## src/rtl/skinny_sbox8_serial_ctrl.sv

```systemverilog
// Serial masked SKINNY S8 layer: one two-share S-box instance is walked over all
// cells of the state, with a fresh 16-bit mask fetched per cell.

module skinny_sbox8_para1_non_pipelined (
   input  logic        clk,
   input  logic        rst,
   input  logic [7:0]  i_si0,
   input  logic [7:0]  i_si1,
   input  logic [15:0] i_r,
   output logic [7:0]  o_bo0,
   output logic [7:0]  o_bo1
);
   // One S8 round on two shares: masked x4 ^= NOR(x7,x6) and x0 ^= NOR(x3,x2).
   // NOT is applied to share 0 only; each AND cross term takes its own mask bit.
   function automatic logic [15:0] f_round(input logic [7:0] x0, input logic [7:0] x1,
                                           input logic [3:0] rr);
      logic [7:0] n0, n1;
      logic       t0, t1, u0, u1;
      n0 = ~x0;
      n1 = x1;
      t0 = (n0[7] & n0[6]) ^ ((n0[7] & n1[6]) ^ rr[0]) ^ rr[1];
      t1 = (n1[7] & n1[6]) ^ ((n1[7] & n0[6]) ^ rr[1]) ^ rr[0];
      u0 = (n0[3] & n0[2]) ^ ((n0[3] & n1[2]) ^ rr[2]) ^ rr[3];
      u1 = (n1[3] & n1[2]) ^ ((n1[3] & n0[2]) ^ rr[3]) ^ rr[2];
      return {x1 ^ {3'b000, t1, 3'b000, u1}, x0 ^ {3'b000, t0, 3'b000, u0}};
   endfunction

   function automatic logic [7:0] f_perm(input logic [7:0] x);
      return {x[2], x[1], x[7], x[6], x[4], x[0], x[3], x[5]};
   endfunction

   function automatic logic [7:0] f_fin(input logic [7:0] x);
      return {x[7:3], x[1], x[2], x[0]};
   endfunction

   logic [3:0][3:0] w_rr;
   logic [2:0][7:0] r_s0, r_s1;
   logic [15:0]     w_rd0, w_rd1, w_rd2, w_rd3;

   for (genvar k = 0; k < 4; k++) begin : g_rr
      assign w_rr[k] = {i_r[2*k+9], i_r[2*k+1], i_r[2*k+8], i_r[2*k]};
   end

   assign w_rd0 = f_round(i_si0,   i_si1,   w_rr[0]);
   assign w_rd1 = f_round(r_s0[0], r_s1[0], w_rr[1]);
   assign w_rd2 = f_round(r_s0[1], r_s1[1], w_rr[2]);
   assign w_rd3 = f_round(r_s0[2], r_s1[2], w_rr[3]);

   // Three registered rounds plus a combinational last round: the output is
   // correct in the fourth cycle of held inputs and mask.
   always_ff @(posedge clk or posedge rst) begin
      if (rst) begin
         r_s0 <= '0;
         r_s1 <= '0;
      end else begin
         r_s0[0] <= f_perm(w_rd0[7:0]);
         r_s1[0] <= f_perm(w_rd0[15:8]);
         r_s0[1] <= f_perm(w_rd1[7:0]);
         r_s1[1] <= f_perm(w_rd1[15:8]);
         r_s0[2] <= f_perm(w_rd2[7:0]);
         r_s1[2] <= f_perm(w_rd2[15:8]);
      end
   end

   assign o_bo0 = f_fin(w_rd3[7:0]);
   assign o_bo1 = f_fin(w_rd3[15:8]);
endmodule

module skinny_sbox8_serial_ctrl #(
   parameter int NCELLS   = 16,
   parameter int SBOX_LAT = 4   // must cover the S-box depth (4)
) (
   input  logic                  clk,
   input  logic                  rst,
   input  logic                  start_i,
   input  logic [8*NCELLS-1:0]   st0_i,
   input  logic [8*NCELLS-1:0]   st1_i,
   input  logic [15:0]           rnd_i,
   input  logic                  rnd_valid_i,
   output logic                  rnd_ready_o,
   output logic                  busy_o,
   output logic                  done_o,
   output logic [8*NCELLS-1:0]   st0_o,
   output logic [8*NCELLS-1:0]   st1_o
);
   localparam int W  = 8 * NCELLS;
   localparam int CW = (NCELLS > 1) ? $clog2(NCELLS) : 1;
   localparam int LW = (SBOX_LAT > 1) ? $clog2(SBOX_LAT) : 1;

   localparam logic [1:0] S_IDLE  = 2'd0;
   localparam logic [1:0] S_FETCH = 2'd1;
   localparam logic [1:0] S_EVAL  = 2'd2;
   localparam logic [1:0] S_DONE  = 2'd3;

   logic [1:0]    r_state;
   logic [CW-1:0] r_cell;
   logic [LW-1:0] r_lat;
   logic [15:0]   r_mask;
   logic [W-1:0]  r_st0, r_st1;
   logic [7:0]    w_si0, w_si1, w_bo0, w_bo1;

   // Cell 0 always sits in the low byte; results enter at the top and the
   // whole state rotates back into place after NCELLS writebacks.
   assign w_si0 = r_st0[7:0];
   assign w_si1 = r_st1[7:0];

   skinny_sbox8_para1_non_pipelined u_sbox (
      .clk   (clk),
      .rst   (rst),
      .i_si0 (w_si0),
      .i_si1 (w_si1),
      .i_r   (r_mask),
      .o_bo0 (w_bo0),
      .o_bo1 (w_bo1)
   );

   always_ff @(posedge clk or posedge rst) begin
      if (rst) begin
         r_state <= S_IDLE;
         r_cell  <= '0;
         r_lat   <= '0;
         r_mask  <= '0;
         r_st0   <= '0;
         r_st1   <= '0;
      end else begin
         case (r_state)
            S_IDLE: begin
               if (start_i) begin
                  r_st0   <= st0_i;
                  r_st1   <= st1_i;
                  r_cell  <= '0;
                  r_state <= S_FETCH;
               end
            end
            S_FETCH: begin
               if (rnd_valid_i) begin
                  r_mask  <= rnd_i;
                  r_lat   <= '0;
                  r_state <= S_EVAL;
               end
            end
            S_EVAL: begin
               r_lat <= r_lat + 1'b1;
               if (r_lat == LW'(SBOX_LAT - 1)) begin
                  r_st0  <= {w_bo0, r_st0[W-1:8]};
                  r_st1  <= {w_bo1, r_st1[W-1:8]};
                  r_cell <= r_cell + 1'b1;
                  if (r_cell == CW'(NCELLS - 1)) begin
                     r_mask  <= '0;
                     r_state <= S_DONE;
                  end else begin
                     r_state <= S_FETCH;
                  end
               end
            end
            S_DONE:  r_state <= S_IDLE;
            default: r_state <= S_IDLE;
         endcase
      end
   end

   assign rnd_ready_o = (r_state == S_FETCH);
   assign busy_o      = (r_state != S_IDLE);
   assign done_o      = (r_state == S_DONE);
   assign st0_o       = r_st0;
   assign st1_o       = r_st1;
endmodule
```

## config.mk

```make
export PLATFORM = sky130hd
export DESIGN_NAME = skinny_sbox8_serial_ctrl
export DESIGN_NICKNAME = d
export VERILOG_FILES = /design/src/rtl/skinny_sbox8_serial_ctrl.sv
export SDC_FILE = /design/constraint.sdc
export NUM_CORES = 1
export LEC_CHECK = 0
export ABC_AREA = 1
export CAP_MARGIN = 30
export CORE_UTILIZATION = 35
export CTS_CLUSTER_DIAMETER = 50
export DETAILED_ROUTE_END_ITERATION = 12
export GPL_TIMING_DRIVEN = 0
export SKIP_CTS_REPAIR_TIMING = 1
export SLEW_MARGIN = 10
export SYNTH_ARGS = -nofsm -noshare
export SYNTH_HDL_FRONTEND = slang
export SYNTH_HIERARCHICAL = 1
export SYNTH_SLANG_ARGS = --single-unit
```

## constraint.sdc

```tcl
create_clock -name clk -period 12.9 [get_ports clk]
set_input_delay 2.58 -clock clk [delete_from_list [all_inputs] [get_ports clk]]
set_output_delay 2.58 -clock clk [all_outputs]
set_load 0.02 [all_outputs]
```

[After elaboration in Yosys (flattened, before gate mapping)]
Cells that the tools add are included.
Word-level totals
  register bits: 328
  bits in latches: 0
  bits in writable memories: 0
  ROM bits: 0
  input port bits: 276
  output and inout bits: 259
  logic and storage cells: 143
  memories kept: 0
Operators by class
  add/subtract/negate cells: 2
  multiply operators: 0
  divide/modulo/power cells: 0
  magnitude comparators: 0
  equality and inequality tests: 9
  shift operators: 0
  muxes and demuxes: 20
  bitwise logic cells: 92
  reduce and logical (&&, ||, !) cells: 8
Operator list (count)
  two-way mux 128 bit: 4
  one-hot mux 128 bit (2 select lines): 2
  XOR 8 x 5 -> 8 bit: 8
  two-way mux 16 bit: 3
  XOR 1 bit: 48
  bitwise AND 1 bit: 32
  NOT 8 bit: 4
  one-hot mux 16 bit (2 select lines): 1
  two-way mux 2 bit: 5
  two-way mux 4 bit: 2
  != test 2 bit, second input constant: 4
  one-hot mux 2 bit (4 select lines): 1
  one-hot mux 4 bit (2 select lines): 1
  == test 2 bit, second input constant: 3
  AND reduction 3 bit: 2
  nonzero test 2 bit: 3
  adder 4 x 1 -> 4 bit, second input constant: 1
  == test 4 bit, second input constant: 1
  one-hot mux 2 bit (2 select lines): 1
  AND reduction 4 bit: 1
  adder 2 x 1 -> 2 bit, second input constant: 1
  == test 2 x 1 -> 1 bit, second input constant: 1
  zero test 2 bit: 1
  AND reduction 2 bit: 1

[Longest topological paths before layout]
Gate-level depths: netlist of the first run.
  depth in word-level cells: 8
  gate-level depth with buffers: 9
  gate-level depth less buffers: 9

[By module]
The synthesis of the first run kept the hierarchy.
By module, submodules not included
  skinny_sbox8_serial_ctrl: times used 1, cells an instance 1791, area each 13600.5 µm², sequential area each 7006.7 µm²
  skinny_sbox8_para1_non_pipelined: times used 1, cells an instance 295, area each 2278.4 µm², sequential area each 1201.2 µm²

[Worst setup path after synthesis of the first run]
No wires, ideal clock.
  path type: reg-to-output
  from: register r_state[0]
  to: output port busy_o
  arrival time: 961 ps
  required time: 10320 ps
  slack: 9359 ps
  stages on the path, launching flop included: 4
  buffers on the path: 1
  cell sequence: dfrtp_1 > inv_2 > clkbuf_1 > nand2_1
Between the ends
  word-level cells in the longest chain between the ends: 1
RTL lines
  start: declaration: RTL line 95  | logic [1:0] r_state;
  start signal: assignment: RTL line 119  | r_state <= S_IDLE;
  start signal: assignment: RTL line 132  | r_state <= S_FETCH;
  start signal: assignment: RTL line 139  | r_state <= S_EVAL;
  nonzero test 2 bit: RTL line 163  | assign busy_o = (r_state != S_IDLE);
  end: declaration: RTL line 81  | output logic busy_o,
Every way passes these cells.

[Worst setup path in the final report of the first run]
  from: register r_state[1]
  to: output port done_o
Between the ends
  word-level cells in the longest chain between the ends: 1
RTL lines
  == test 2 bit: RTL line 164  | assign done_o = (r_state == S_DONE);
  end: declaration: RTL line 82  | output logic done_o,
Every way passes these cells.

==> impl_results.md, run 1 <==
* Multi-input gate area at 5737 um2
* Post-synthesis cell area at 15880 um2
* Skew final at 0.01095 ns
* Synthesized Nets at 2364
* Residual DRC count at 0
* Routability cong. at 0.9734
* Final nets at 2945
* Final period util at 37.34%
* Final-layout fill cell count at 4332
* Share of cells above drive strength 1 at 5.895%
* Die width at 215 um
* Final WL at 63280 um
* Initial antenna violation count at 6
* TritonRoute pass-1 iters at 5
* Placed Cells at 3215
* Tightest Hold Check Type: flip-flop to flip-flop
* First-pass GRT wire length at 95960 um
* Fmax at 207.6 MHz
* CTS Buffer Depth at 3
* RSZ-0062 raised after global routing: no
* Cell breakdown of the critical path: buf_2, clkbuf_1, nand2_1, inv_1, clkdlybuf4s50_1
* DRT iter0 DRCs at 1051
* Vias per cell at 4.896
* CTS Root Cell: clkbuf_16
* Met2 wire length at 30020 um
* Final core utilization at 52.95%
* Delay-heaviest family, CP: buffers and inverters
* Clock tree sinks at 328
* Via Count at 16.12k
* Largest net degree at the start of global routing at 108
* Post-synth cell types at 22
* Crit path time final at 4.817 ns
* Total GRT Usage at 27.23%
* Area of the core at 44510 um2
* Status: finished clean
* Met3 Wirelength at 4582 um
* TritonCTS clock tree: done
* Area growth, synth to finish at 48.42%
* Worst-path clk slew at 0.06 ns
* DP Wirelength at 49080 um
* Std-Cell Rows at 77
* FF+latch area at 8208 um2
* CP max stage cell: clkdlybuf4s50_1
* Cell count after synthesis at 2086
* Final setup margin at 8.083 ns
* Final Max Tran Viols at 0
* CTS Buf Count at 42
* Critical Path Start Type: flip-flop
* # setup viols final at 0
* Max-Cap Viols at 0
* Grt ovf at 0
* Hold_ws at 0.3451 ns
* Power, Total at 6466 uW
* Fin. Hold Viols at 0
* H-tree levels at 2
* Worst-path maximum fanout at 10
* Syn avg cell area at 7.612 um2
* Buf+Inv Stages, Crit Path at 4
* Worst-margin pin slew at 0.6218 ns
* Register bit count reported by yosys at 328
* Antenna viol nets, final at 0
* Sequential cell area fraction in the yosys report at 51.69%
* Yosys warning count at 6
* I/O pin count at 535
* Peak supply drop at 0.0001427 V
* Starting Density at 35.67%
* Vias in the first global route at 16.15k
* PwrDens at 274.4 nW/um2
* Pleak at 0.01183 uW
* Slew HR at 58.55%
* Die area at 46230 um2
* Die Span Y at 215 um
* DP Worst Slack at 8.433 ns
* Critical path data arrival time at 2.24 ns
* Worst Path Required at 10.32 ns
* Clk_lat worst skew at 0.56 ns
* Worst Setup Path Type: flip-flop to primary output
* Top sig layer: met5
* Routed wire per std cell at 19.22 um
* IO buf count at 534
* Wl on met1 at 25650 um
* Finished Layout Cells at 3293
* Crit path largest cell delay at 0.60 ns
* CP Capture Type: primary output
## routing by layer
layer	vias up	GRT usage, %
li1	7687	-
met1	7705	33.49
met2	580	44.84
met3	146	6.511
met4	6	13.19
met5	-	0
## stage by stage
step,instance area [um2],setup TNS [ns]
after floorplan,15880,0
after global routing,23560,0
final,23570,0
after CTS,23560,0
after detailed placement,22050,0
after global placement,21960,-383.59
## logic make-up (layout without fill, tap and decap cells)
| group | count (synthesis) | after routing | share of synthesized area [%] |
|---|---|---|---|
| AOI/OAI and AO/OA | 535 | 535 | 17.11 |
| xor gates and xnor gates | 1 | 1 | 0.05517 |
| buffers and inverters | 471 | 1082 | 12.18 |
| adders and majority gates | 2 | 2 | 0.1576 |
| DFF | 328 | 328 | 51.69 |
| and+or+nand+nor | 749 | 749 | 18.80 |
| other | 0 | 4 | 0 |
## cell type report
type / instances / share of cell area, %
diodes: 4 / 0.04247
multi-input cells: 1287 / 24.34
well taps: 592 / 3.143
clock inverters: 19 / 1.354
flip-flops and latches: 328 / 34.83
clock buffers: 55 / 5.054
plain buffers: 132 / 2.808
inverters: 339 / 5.431
repair buffers: 537 / 23.00
## cells in the final DEF, fill, tap and decap left out, drive strengths merged
cell	instances
clkdlybuf4s50	534
clkbuf	108
nor2	2
nand3b	10
dfrtp	328
o21ai	517
xnor2	1
diode	4
inv	341
clkinv	7
or2	1
nand4	17
a21boi	16
ha	2
bufinv	8
buf	82
nand2	660
a21oi	2
nand3	59
clkinvlp	2
## path summary, 6_finish.rpt
path	from	end	slack [ns]	cells past startpoint
worst max-delay path	r_state[1]	done_o	8.08	5
worst min-delay path	u_sbox/r_s0[9]	u_sbox/r_s0[22]	0.35	0
worst max register to register	r_lat[0]	st0_o[39]	10.83	7
worst min register to register	u_sbox/r_s0[9]	u_sbox/r_s0[22]	0.35	0
max in group asynchronous	rst	st1_o[45]	9.38	3
min in group asynchronous	rst	u_sbox/r_s0[16]	2.42	2
## cell usage after synthesis (all sizes together)
library cell / n / area [um2]
nor2: 2 / 7.510
clkbuf: 53 / 198.9
nand2: 660 / 2490
ha: 2 / 25.02
a21oi: 2 / 10.01
nand3b: 10 / 75.07
nand3: 59 / 300.3
xnor2: 1 / 8.760
buf: 79 / 462.9
a21boi: 16 / 120.1
o21ai: 517 / 2587
nand4: 17 / 106.4
or2: 1 / 6.260
inv: 339 / 1272
dfrtp: 328 / 8208
## power by group
part	leakage, uW	total (uW)	internal, uW	switching (uW)
Sequential	0.00402	2060	1550	508
Clock	0.000737	1290	811	476
Combinational	0.00708	3120	1260	1860
## flip-flops by register name, summed over array words and instances (netlist names)
register	flops
u_sbox/r_s0	24
st1_o	128
r_cell	4
u_sbox/r_s1	24
r_mask	16
r_lat	2
r_state	2
st0_o	128
Power figures use the tool's default switching activity.
==> run 2: changes to the inputs <==
==> constraint.sdc (replaced) <==
create_clock -name clk -period 4.6 [get_ports clk]
set_input_delay 0.92 -clock clk [delete_from_list [all_inputs] [get_ports clk]]
set_output_delay 0.92 -clock clk [all_outputs]
set_load 0.02 [all_outputs]
==> impl_results.md, run 2 (synthesis gave the netlist of run 1 again) <==
* Status: finished clean
* Initial antenna violation count at 9
* PwrDens at 762.1 nW/um2
* Worst Path Required at 3.68 ns
* CTS Root Cell: clkbuf_16
* Worst-path maximum fanout at 10
* Most common cell after layout, fill and taps aside: nand2_1
* Critical path data arrival time at 2.18 ns
* TritonRoute pass-1 iters at 7
* Slew HR at 47.33%
* Worst-margin pin slew at 0.7884 ns
* Routability cong. at 0.9596
* Area of the core at 44510 um2
* DP Wirelength at 49830 um
* Vias per cell at 4.944
* Area growth, synth to finish at 49.03%
* Final core utilization at 53.17%
* First-pass GRT wire length at 96720 um
* CP Capture Type: primary output
* Critical Path Start Type: flip-flop
* Cell Area, Placed at 22160 um2
* Clk_lat worst skew at 0.55 ns
* Max-Cap Viols at 0
* H-tree levels at 2
* Final Max Tran Viols at 0
* Worst Setup Path Type: flip-flop to primary output
* Tightest Hold Check Type: flip-flop to flip-flop
* Peak supply drop at 0.0004304 V
* Die width at 215 um
* Power, Total at 18040 uW
* CTS Buffer Depth at 3
* Starting Density at 35.67%
* DRT iter0 DRCs at 1147
* CTS Buf Count at 43
* Routed wire per std cell at 19.11 um
* Std-Cell Rows at 77
* Pleak at 0.01186 uW
* Die Span Y at 215 um
* Final-layout fill cell count at 4302
* Largest net degree at the start of global routing at 40
* Residual DRC count at 0
* Share of cells above drive strength 1 at 6.132%
* Final nets at 2952
* Clock tree sinks at 328
* RSZ-0062 raised after global routing: no
* Setup TNS at 0 ns
* Commonest cells after routing, fill and taps aside: 657 x nand2_1, 534 x clkdlybuf4s50_1, 429 x o21ai_0
* # setup viols final at 0
* Vias in the first global route at 16.26k
* Via Count at 16.34k
* Final WL at 63190 um
* Skew final at 0.01076 ns
* Multi-input gate area at 5737 um2
* Fmax at 323.0 MHz
* FF+latch area at 8208 um2
* Worst-path clk slew at 0.06 ns
* Total GRT Usage at 27.21%
* Grt ovf at 0
* Fin. Hold Viols at 0
* I/O pin count at 535
* Crit path time final at 3.096 ns
* Post-Layout Inst Area at 23670 um2
* TritonCTS clock tree: done
* Die area at 46230 um2
* Antenna viol nets, final at 0
* IO buf count at 534
* Final period util at 67.31%
==> run 2: changes by cell type in the layout (fill, tap and decap cells not counted), moves of 2 or more <==
cell | previous run | this run
buf_12 | 1 | 8
clkbuf_1 | 58 | 61
diode_2 | 4 | 7
bufinv_16 | 8 | 6
clkinvlp_4 | 2 | 4
==> run 2: per-stage QoR <==
step                cells  setup slack, ns  hold slack (ns)
detailed placement   3221            1.698           0.3373
global placement     3212           -2.346           0.3323
finish               3306            1.504           0.3477
floorplan            2086         -0.02731           0.3312
CTS                  3299            1.458           0.3503
global route         3303            1.360           0.3540
==> run 2: worst paths after layout <==
kind | start | to | slack (ns) | cells after the start
setup / recovery | r_state[1] | done_o | 1.50 | 5
hold reg to reg | u_sbox/r_s1[1] | u_sbox/r_s1[14] | 0.35 | 0
min in group asynchronous | rst | u_sbox/r_s0[18] | 0.70 | 2
max in group asynchronous | rst | st1_o[33] | 2.35 | 6
setup reg to reg | r_lat[0] | st0_o[45] | 2.52 | 7
hold / removal | u_sbox/r_s1[1] | u_sbox/r_s1[14] | 0.35 | 0
==> run 2: layout make-up <==
class / count / share of cell area [%]
buffer: 132 / 2.797
clock inverter: 19 / 1.163
inverter: 339 / 5.393
multi-input combinational: 1287 / 24.24
tap: 592 / 3.130
antenna: 7 / 0.07402
sequential: 328 / 34.68
timing repair buffer: 543 / 23.38
clock buffer: 59 / 5.139
==> run 2: critical path, cell delays in order, from the launching register on <==
cell and delay, ns:
dfrtp_1 0.35, buf_2 0.21, clkbuf_1 0.31, nand2_1 0.09, inv_1 0.06, clkdlybuf4s50_1 0.60
==> run 2: where the power goes <==
part           internal [uW]  leakage (uW)  switching (uW)
Sequential              4350       0.00402            1420
Clock                   2200      0.000724            1330
Combinational           3550       0.00712            5190
==> run 2: per-layer routing <==
metal	wire (um)	share of wire, %	GRT usage (%)	up-vias
met3	4465	7.1	5.619	114
met2	30960	49	45.99	580
met5	37	0.059	0	-
met1	25800	41	34.56	7943
li1	-	-	-	7701
met4	1927	3.0	9.220	6
